`src/rtl/fetch_unit.sv`:
```
// Instruction fetch stage: owns the PC, issues single-outstanding word fetches
// to instruction memory, buffers returned words in a small FIFO and hands them
// to decode. Redirects from execute flush the buffer and squash in-flight fetches.
module fetch_unit #(
    parameter logic [31:0] RESET_PC   = 32'h0000_0000,
    parameter int unsigned FIFO_DEPTH = 2
) (
    input  logic        clk,
    input  logic        rst,
    output logic        imem_req_valid,
    input  logic        imem_req_ready,
    output logic [31:0] imem_req_addr,
    input  logic        imem_resp_valid,
    input  logic [31:0] imem_resp_data,
    input  logic        redirect_valid,
    input  logic [31:0] redirect_pc,
    output logic        instr_valid,
    input  logic        instr_ready,
    output logic [31:0] instr_raw,
    output logic [31:0] instr_pc
);

    localparam int unsigned PTR_W = (FIFO_DEPTH > 1) ? $clog2(FIFO_DEPTH) : 1;
    localparam int unsigned CNT_W = $clog2(FIFO_DEPTH) + 1;
    localparam logic [CNT_W-1:0] DEPTH_C = CNT_W'(FIFO_DEPTH);

    // IDLE: may issue; WAIT: good fetch in flight; DISCARD: squashed fetch in flight
    typedef enum logic [1:0] {
        S_IDLE,
        S_WAIT,
        S_DISCARD
    } state_t;

    state_t             state_q;
    state_t             state_d;
    logic [31:0]        pc_q;
    logic [31:0]        req_pc_q;
    logic [31:0]        buf_raw [FIFO_DEPTH];
    logic [31:0]        buf_pc  [FIFO_DEPTH];
    logic [PTR_W-1:0]   rd_ptr;
    logic [PTR_W-1:0]   wr_ptr;
    logic [CNT_W-1:0]   count;
    logic               req_fire;
    logic               push;
    logic               pop;

    // Request is gated by occupancy at issue time, so a returning word always
    // has a free slot. Held low while reset is asserted.
    assign imem_req_valid = ~rst && (state_q == S_IDLE) && (count < DEPTH_C);
    assign imem_req_addr  = pc_q;
    assign req_fire       = imem_req_valid & imem_req_ready;

    assign instr_valid = (count != '0);
    assign instr_raw   = buf_raw[rd_ptr];
    assign instr_pc    = buf_pc[rd_ptr];

    // A redirect flushes the buffer, so a same-cycle dequeue is meaningless.
    assign pop = instr_valid & instr_ready & ~redirect_valid;

    // Next-state and enqueue decision; redirect overrides every other event.
    always_comb begin
        state_d = state_q;
        push    = 1'b0;
        case (state_q)
            S_IDLE: begin
                if (req_fire) begin
                    state_d = redirect_valid ? S_DISCARD : S_WAIT;
                end
            end
            S_WAIT: begin
                if (redirect_valid) begin
                    state_d = imem_resp_valid ? S_IDLE : S_DISCARD;
                end else if (imem_resp_valid) begin
                    state_d = S_IDLE;
                    push    = 1'b1;
                end
            end
            S_DISCARD: begin
                if (imem_resp_valid) begin
                    state_d = S_IDLE;
                end
            end
            default: state_d = S_IDLE;
        endcase
    end

    // State register; reset returns to IDLE so a late response is ignored.
    always_ff @(posedge clk) begin
        if (rst) begin
            state_q <= S_IDLE;
        end else begin
            state_q <= state_d;
        end
    end

    // PC and address of the outstanding request.
    always_ff @(posedge clk) begin
        if (rst) begin
            pc_q     <= RESET_PC;
            req_pc_q <= '0;
        end else if (redirect_valid) begin
            pc_q <= redirect_pc & 32'hFFFF_FFFC;
        end else if (req_fire) begin
            req_pc_q <= pc_q;
            pc_q     <= pc_q + 32'd4;
        end
    end

    // Instruction buffer: circular storage with occupancy count.
    always_ff @(posedge clk) begin
        if (rst) begin
            rd_ptr <= '0;
            wr_ptr <= '0;
            count  <= '0;
            for (int unsigned i = 0; i < FIFO_DEPTH; i++) begin
                buf_raw[i] <= '0;
                buf_pc[i]  <= '0;
            end
        end else if (redirect_valid) begin
            rd_ptr <= '0;
            wr_ptr <= '0;
            count  <= '0;
        end else begin
            if (push) begin
                buf_raw[wr_ptr] <= imem_resp_data;
                buf_pc[wr_ptr]  <= req_pc_q;
                wr_ptr          <= wr_ptr + 1'b1;
            end
            if (pop) begin
                rd_ptr <= rd_ptr + 1'b1;
            end
            case ({push, pop})
                2'b10:   count <= count + 1'b1;
                2'b01:   count <= count - 1'b1;
                default: count <= count;
            endcase
        end
    end

endmodule

```
`config.mk`:
```
export PLATFORM = sky130hd
export DESIGN_NAME = fetch_unit
export DESIGN_NICKNAME = d
export VERILOG_FILES = /design/src/rtl/fetch_unit.sv
export SDC_FILE = /design/constraint.sdc
export NUM_CORES = 1
export LEC_CHECK = 0
export CAP_MARGIN = 20
export CORE_MARGIN = 10
export CORE_UTILIZATION = 40
export CTS_CLUSTER_DIAMETER = 30
export DETAILED_ROUTE_END_ITERATION = 8
export PLACE_DENSITY_LB_ADDON = 0.1
export SYNTH_ARGS = -nofsm -noshare
export SYNTH_HDL_FRONTEND = slang
export SYNTH_SLANG_ARGS = --single-unit
```
`constraint.sdc`:
```
create_clock -name clk -period 4 [get_ports clk]
set_input_delay 0.8 -clock clk [delete_from_list [all_inputs] [get_ports clk]]
set_output_delay 0.8 -clock clk [all_outputs]
set_load 0.05 [all_outputs]
```
==> load_flow_metrics.sql, run 1 <==
INSERT INTO impl_metrics (metric_group, metric, value, unit) VALUES
('place', 'numPortBuffers', '161', ''),
('critical_path', 'r2r_setup_slack', '1230', 'ps'),
('clocking', 'numCtsBuffers', '17', ''),
('clocking', 'cts_buffer_depth', '2', ''),
('global_routing', 'grt_first_pass_wirelength', '34000', 'µm'),
('global_routing', 'grt_max_degree', '63', ''),
('run', 'maxCapViolCount', '0', ''),
('detailed_routing', 'vias_per_cell', '5.15', ''),
('critical_path', 'worst-path-buf-inv', '2', ''),
('logic_synthesis', 'synth_cell_type_count', '56', ''),
('sta', 'timing_hold_violations_final', '0', ''),
('cells_and_area', 'layout.nets', '931', ''),
('min_path', 'holdPathStages', '2', ''),
('detailed_routing', 'drt.antenna.violating_nets', '0', ''),
('sta', 'worst_slew_pin_slew', '1040', 'ps'),
('power', 'power-per-cell-area', '400', 'nW/µm²'),
('die', 'fp.dieH', '167', 'µm'),
('detailed_routing', 'drt_first_iter_violations', '381', ''),
('critical_path', 'critPathSlowestCell', 'sky130_fd_sc_hd__clkdlybuf4s50_1', ''),
('detailed_routing', 'drtPass1Iterations', '4', ''),
('power', 'total_leakage_power', '0.00395', 'µW'),
('cells_and_area', 'area_growth', '28.8', '%'),
('detailed_routing', 'drc_errors', '0', ''),
('die', 'design.portCount', '168', ''),
('clocking', 'path_clk_slew', '80', 'ps'),
('clocking', 'post_cts_resized', '0', ''),
('clocking', 'number_of_buffers_inserted_for_hold_repair_after_clock_tree_synthesis', '0', ''),
('sta', 'skew', '10.2', 'ps'),
('sta', 'timing.max_slew.rel_slack', '30.2', '%'),
('global_routing', 'antenna_found_initial', '0', ''),
('detailed_routing', 'wl_per_cell', '18.8', 'µm'),
('die', 'placeableCoreArea', '21100', 'µm²'),
('global_routing', 'overflow', '0', ''),
('die', 'total_die_area', '27800', 'µm²'),
('logic_synthesis', 'synthDominantCellAreaShare', '43.3', '%'),
('detailed_routing', 'routed_wirelength', '21500', 'µm'),
('place', 'dpl_cell_area', '10500', 'µm²'),
('logic_synthesis', 'synth.largest_area_cell', 'sky130_fd_sc_hd__edfxtp_1', ''),
('status', 'outcome', 'completed', ''),
('sta', 'grt_setup_unrepaired', 'no', ''),
('cells_and_area', 'antenna-diode-count', '0', ''),
('clocking', 'clock_tree.root_cell', 'sky130_fd_sc_hd__clkbuf_16', ''),
('critical_path', 'path_max_fanout', '26', ''),
('critical_path', 'cp-end-kind', 'primary output', ''),
('logic_synthesis', 'ys_ff_latch', '191', ''),
('logic_synthesis', 'fraction_of_the_yosys_area_taken_by_sequential_cells', '58.9', '%'),
('logic_synthesis', 'avgSynthCellArea', '12.1', 'µm²'),
('critical_path', 'largest_delay_contributor_family_on_the_critical_path', 'buffers and inverters', ''),
('logic_synthesis', 'synth_ff_type', 'sky130_fd_sc_hd__edfxtp_1', ''),
('place', 'dp_hpwl', '14800', 'µm'),
('critical_path', 'crit_path_start_kind', 'flip-flop', ''),
('logic_synthesis', 'async_reset_ff_share', '0', '%'),
('min_path', 'worst_hold_path_type', 'flip-flop to flip-flop', ''),
('die', 'placement_rows', '53', ''),
('clocking', 'clk-insertion-delay-late', '430', 'ps'),
('place', 'gpl.final_weighted_congestion', '0.819', ''),
('clocking', 'htree_num_levels', '4', ''),
('detailed_routing', 'vias', '5912', ''),
('logic_synthesis', 'mappedNetlistArea', '8600', 'µm²'),
('critical_path', 'worst_setup_path_type', 'flip-flop to primary output', ''),
('sta', 'setup_viol', '0', ''),
('clocking', 'numClockSinks', '191', ''),
('critical_path', 'crit_path_cell_trace', 'buf_4, mux2_2, clkdlybuf4s50_1', ''),
('critical_path', 'count_of_cells_along_the_worst_register_to_register_path', '4', ''),
('logic_synthesis', 'yosys_warnings', '0', ''),
('logic_synthesis', 'synth-edff-count', '124', ''),
('logic_synthesis', 'synth_common_cells', '125 x sky130_fd_sc_hd__and2_1, 124 x sky130_fd_sc_hd__edfxtp_1, 67 x sky130_fd_sc_hd__dfxtp_1', ''),
('critical_path', 'worst_path_largest_cell_delay', '730', 'ps'),
('cells_and_area', 'drive_above_1_share', '14.0', '%'),
('clocking', 'cts_tree', 'done', ''),
('logic_synthesis', 'post_synth_main_area_contributors', 'sky130_fd_sc_hd__edfxtp_1 43%, sky130_fd_sc_hd__dfxtp_1 16%, sky130_fd_sc_hd__and2_1 9.1%', '');
==> report_power, final <==
| group | switching [µW] | total (µW) | internal, µW |
|---|---|---|---|
| clock network | 803 | 1670 | 871 |
| registers | 66.0 | 2230 | 2170 |
| logic | 320 | 524 | 204 |
| total | 1190 | 4430 | 3240 |
==> registers in the layout, indices dropped and copies added, names as in the netlist, named ones only <==
name           flops
rd_ptr             1
state_q            2
wr_ptr             1
buf_raw           64
buf_pc            60
count              2
imem_req_addr     30
req_pc_q          30
==> per-layer routing <==
layer,GRT usage [%],up-vias,routed length [µm],part of all wire (%)
li1,-,2887,-,-
met1,20.2,2847,10100,47
met2,23.6,164,9870,46
met3,4.57,14,1400,6.5
met4,4.12,0,175,0.81
met5,0,-,0,0
==> placed cells by master, fill, tap and decap left out, drive strengths merged, types with 5 or more instances in the layout <==
cell type,count
nor2,64
nand2,18
nand3,9
clkdlybuf4s50,160
and4,7
inv,28
mux2,62
a311oi,12
nand4,17
edfxtp,124
xor2,5
o31ai,8
a21oi,6
or4,9
and2,126
dfxtp,67
a211oi,9
buf,14
mux2i,30
nor4,9
a2111oi,6
xnor2,6
nor3,5
clkbuf,18
==> final timing paths <==
| check | startpoint | to |
|---|---|---|
| setup / recovery | flip-flop | instr_pc[7] |
| hold / removal | wr_ptr$_SDFFE_PP0P_ | wr_ptr$_SDFFE_PP0P_ |
| setup reg to reg | imem_req_addr[10]$_SDFFE_PP0P_ | imem_req_addr[31]$_SDFFE_PP0P_ |
| hold reg to reg | wr_ptr$_SDFFE_PP0P_ | wr_ptr$_SDFFE_PP0P_ |
==> cell type report <==
cell class | count | area (µm²)
Inverter | 16 | 60.1
Tap cell | 275 | 344
Sequential cell | 191 | 5070
Clock inverter | 14 | 133
Timing Repair Buffer | 174 | 1740
Fill cell | 1864 | 10000
Multi-Input combinational cell | 459 | 3290
Clock buffer | 18 | 450
==> worst min-delay path: stages, from the launching register on <==
cell and delay, ps:
sky130_fd_sc_hd__dfxtp_1 320, sky130_fd_sc_hd__nand2_1 60, sky130_fd_sc_hd__a21oi_1 50
==> stage by stage <==
step / total power (µW) / utilization [%] / worst slack [ps] / cells / hold WS (ps)
finish: 4430 / 52.6 / 579 / 1147 / 476
global route: 4580 / 52.6 / 427 / 1147 / 527
detailed placement: 2800 / 49.8 / 865 / 1115 / 468
global placement: 2800 / 49.8 / 889 / 1115 / 449
floorplan: 2570 / - / 380 / 717 / 439
CTS: 4470 / 52.6 / 500 / 1147 / 479
==> cells by family (layout without fill, tap and decap cells) <==
kind of cell               after synthesis  after routing  synth area share, %
DFF                                    191            191                 58.9
and+or+nand+nor                        288            288                 19.3
muxes                                   92             92                 11.6
xor gates and xnor gates                11             11                 1.12
adders and majority gates                2              2                0.291
AOI/OAI and AO/OA                       62             62                 5.44
other                                    1              4               0.0436
buffers and inverters                   67            222                 3.32
Power figures use the tool's default switching activity.
==> inputs of run 2 (changes only) <==
CTS_BUF_LIST = sky130_fd_sc_hd__clkbuf_8   (was unset)
==> run 2 against run 1 <==
Compared with the run above: critical path depth did not move; worst setup slack got worse by 34 ps; sequential share of layout area rose by 0.78 points; sequential cell count did not move; clock-buffer cell count fell by 1; sequential power barely moved; combinational power barely moved; critical path type unchanged; critical endpoint is now instr_raw[3]; largest cell class unchanged; largest power group unchanged.
==> load_flow_metrics.sql, run 2 (synthesized netlist as in run 1, its figures left out) <==
INSERT INTO impl_metrics (metric_group, metric, value, unit) VALUES
('status', 'outcome', 'completed', ''),
('sta', 'timing_hold_violations_final', '0', ''),
('sta', 'timing.max_slew.rel_slack', '30.2', '%'),
('die', 'total_die_area', '27800', 'µm²'),
('min_path', 'holdPathStages', '2', ''),
('critical_path', 'critPathArrivalTime', '2660', 'ps'),
('power', 'peakVddDrop', '184', 'µV'),
('cells_and_area', 'area_growth', '26.7', '%'),
('global_routing', 'grt_first_pass_wirelength', '33900', 'µm'),
('cells_and_area', 'fill_cells', '1868', ''),
('detailed_routing', 'drc_errors', '0', ''),
('place', 'numPlacedInstances', '1115', ''),
('cells_and_area', 'largest_register_ffs', '64', ''),
('critical_path', 'count_of_cells_along_the_worst_register_to_register_path', '4', ''),
('power', 'power-per-cell-area', '370', 'nW/µm²'),
('cells_and_area', 'antenna-diode-count', '0', ''),
('clocking', 'clock_tree.root_cell', 'sky130_fd_sc_hd__clkbuf_8', ''),
('sta', 'maxClockFrequency', '0.289', 'GHz'),
('global_routing', 'grt_max_degree', '63', ''),
('detailed_routing', 'vias_per_cell', '5.15', ''),
('die', 'design.portCount', '168', ''),
('sta', 'skew', '15.4', 'ps'),
('detailed_routing', 'met3RoutedLength', '1510', 'µm'),
('clocking', 'htree_num_levels', '4', ''),
('power', 'net_switching_fraction_of_the_power', '28.1', '%'),
('sta', 'grt_setup_unrepaired', 'no', ''),
('detailed_routing', 'routed_wirelength', '21500', 'µm'),
('die', 'placement_rows', '53', ''),
('global_routing', 'antenna_found_initial', '0', ''),
('die', 'placeableCoreArea', '21100', 'µm²'),
('clocking', 'number_of_buffers_inserted_for_hold_repair_after_clock_tree_synthesis', '0', ''),
('critical_path', 'worst_setup_path_type', 'flip-flop to primary output', ''),
('global_routing', 'via_count_of_the_first_global_routing_pass', '5928', ''),
('die', 'fp.dieH', '167', 'µm'),
('global_routing', 'grt.total_usage', '15.2', '%'),
('clocking', 'path_clk_slew', '100', 'ps'),
('cells_and_area', 'commonest_cells_after_routing_fill_and_taps_aside', '160 x sky130_fd_sc_hd__clkdlybuf4s50_1, 125 x sky130_fd_sc_hd__and2_1, 124 x sky130_fd_sc_hd__edfxtp_1', ''),
('clocking', 'post-cts-setup-buffers', '0', ''),
('cells_and_area', 'multi_input_area', '3290', 'µm²'),
('clocking', 'post_cts_resized', '0', ''),
('power', 'seq_power_share', '55.3', '%'),
('critical_path', 'worst_r2r_endpoint', 'imem_req_addr[22]$_SDFFE_PP0P_', ''),
('place', 'dp_hpwl', '14800', 'µm'),
('critical_path', 'crit_path_start_kind', 'flip-flop', ''),
('detailed_routing', 'drtPass1Iterations', '4', ''),
('sta', 'min_period', '3460', 'ps'),
('detailed_routing', 'met2WireLength', '9810', 'µm'),
('power', 'p_int', '2900', 'µW'),
('min_path', 'hold_path.startpoint', 'wr_ptr$_SDFFE_PP0P_', ''),
('place', 'gpl.final_weighted_congestion', '0.819', ''),
('detailed_routing', 'drt.antenna.violating_nets', '0', ''),
('cells_and_area', 'leading_cell_type_in_the_layout_fill_and_taps_excluded', 'sky130_fd_sc_hd__clkdlybuf4s50_1', ''),
('clocking', 'numCtsBuffers', '17', ''),
('cells_and_area', 'final_cells', '1147', ''),
('critical_path', 'r2r_setup_slack', '1250', 'ps'),
('cells_and_area', 'drive_above_1_share', '14.0', '%'),
('min_path', 'worst_hold_path_type', 'flip-flop to flip-flop', ''),
('clocking', 'cts_buffer_depth', '2', ''),
('sta', 'setup_viol', '0', ''),
('detailed_routing', 'met1_length', '9970', 'µm'),
('sta', 'setup_total_negative_slack', '0', 'ps'),
('detailed_routing', 'drt_first_iter_violations', '365', ''),
('power', 'power_frac_comb', '13.0', '%'),
('die', 'initial_core_util', '40.8', '%'),
('detailed_routing', 'top_layer', 'met4', ''),
('critical_path', 'crit-reg2reg-launch', 'imem_req_addr[10]$_SDFFE_PP0P_', ''),
('power', 'p_switching', '1130', 'µW'),
('sta', 'timing_max_transition_violations_final', '0', ''),
('sta', 'finalCritPeriodShare', '86.4', '%'),
('cells_and_area', 'reg.largest.list', 'buf_raw x64, buf_pc x60', ''),
('sta', 'worst_slew_pin_slew', '1040', 'ps'),
('clocking', 'cts_tree', 'done', ''),
('power', 'p_clk_share', '31.7', '%'),
('cells_and_area', 'layout.nets', '931', ''),
('detailed_routing', 'vias', '5903', ''),
('power', 'total_leakage_power', '0.00386', 'µW'),
('global_routing', 'overflow', '0', ''),
('min_path', 'hold_end', 'wr_ptr$_SDFFE_PP0P_', ''),
('critical_path', 'path_max_fanout', '26', ''),
('place', 'numPortBuffers', '161', ''),
('critical_path', 'worst_ep_required_time', '3200', 'ps'),
('clocking', 'numClockSinks', '191', ''),
('clocking', 'clk-insertion-delay-late', '460', 'ps'),
('critical_path', 'cp-end-kind', 'primary output', ''),
('run', 'maxCapViolCount', '0', ''),
('cells_and_area', 'regMostFlops', 'buf_raw', ''),
('die', 'die_w', '167', 'µm'),
('detailed_routing', 'wl_per_cell', '18.7', 'µm'),
('cells_and_area', 'seq_area', '5070', 'µm²');
==> run 2: changes by cell type in the layout (fill, tap and decap cells not counted), sizes merged <==
cell | previous run | this run
bufinv | 0 | 1
clkbuf | 18 | 17
==> run 2: stage by stage <==
stage	instance area [µm²]	total power (µW)	hold WS [ps]	worst slack, ps	util (%)
after floorplan	8620	2570	439	380	-
after global placement	10500	2800	449	889	49.8
after detailed placement	10500	2800	468	865	49.8
after CTS	10900	4080	484	441	51.7
after global routing	10900	4190	532	364	51.7
final	10900	4030	481	544	51.7
==> run 2: how the worst max path moves through the flow <==
stage | start | to | slack [ps] | cells past startpoint
final | flip-flop | instr_raw[3] | 540 | 3
after floorplan | rst | imem_req_valid | 380 | 4
after CTS | flip-flop | instr_raw[3] | 440 | 3
after global routing | flip-flop | instr_raw[8] | 360 | 3
after detailed placement | imem_req_ready | imem_req_addr[31]$_SDFFE_PP0P_ | 860 | 5
after global placement | imem_req_ready | imem_req_addr[31]$_SDFFE_PP0P_ | 890 | 5
==> run 2: critical path, stage by stage (launching register included) <==
cell and delay [ps]:
sky130_fd_sc_hd__dfxtp_2 630, sky130_fd_sc_hd__buf_4 450, sky130_fd_sc_hd__mux2_2 400, sky130_fd_sc_hd__clkdlybuf4s50_1 710
==> run 2: final cells by class <==
cell class	instances	share of cell area (%)
Clock buffer	17	2.15
Sequential cell	191	46.5
Timing Repair Buffer	174	16.0
Inverter	16	0.551
Clock inverter	15	1.49
Multi-Input combinational cell	459	30.2
Tap cell	275	3.16
==> run 2: power groups by stage <==
stage	registers [µW]	logic, µW	clock network [µW]
6_report	2230	523	1280
5_1_grt	2240	555	1390
4_1_cts	2230	530	1320
3_5_place_dp	2280	528	0
3_3_place_gp	2270	524	0
2_1_floorplan	2320	249	0
==> run 2: metal layers <==
layer  up-vias  GRT usage [%]
met4         0           4.24
met5         -              0
li1       2875              -
met3        11           4.90
met2       182           23.5
met1      2835           20.1
==> inputs of run 3 (changes only) <==
TNS_END_PERCENT = 20   (was unset)
==> results of run 3 <==
The final DEF is identical to that of run 2; final timing and power are the same.
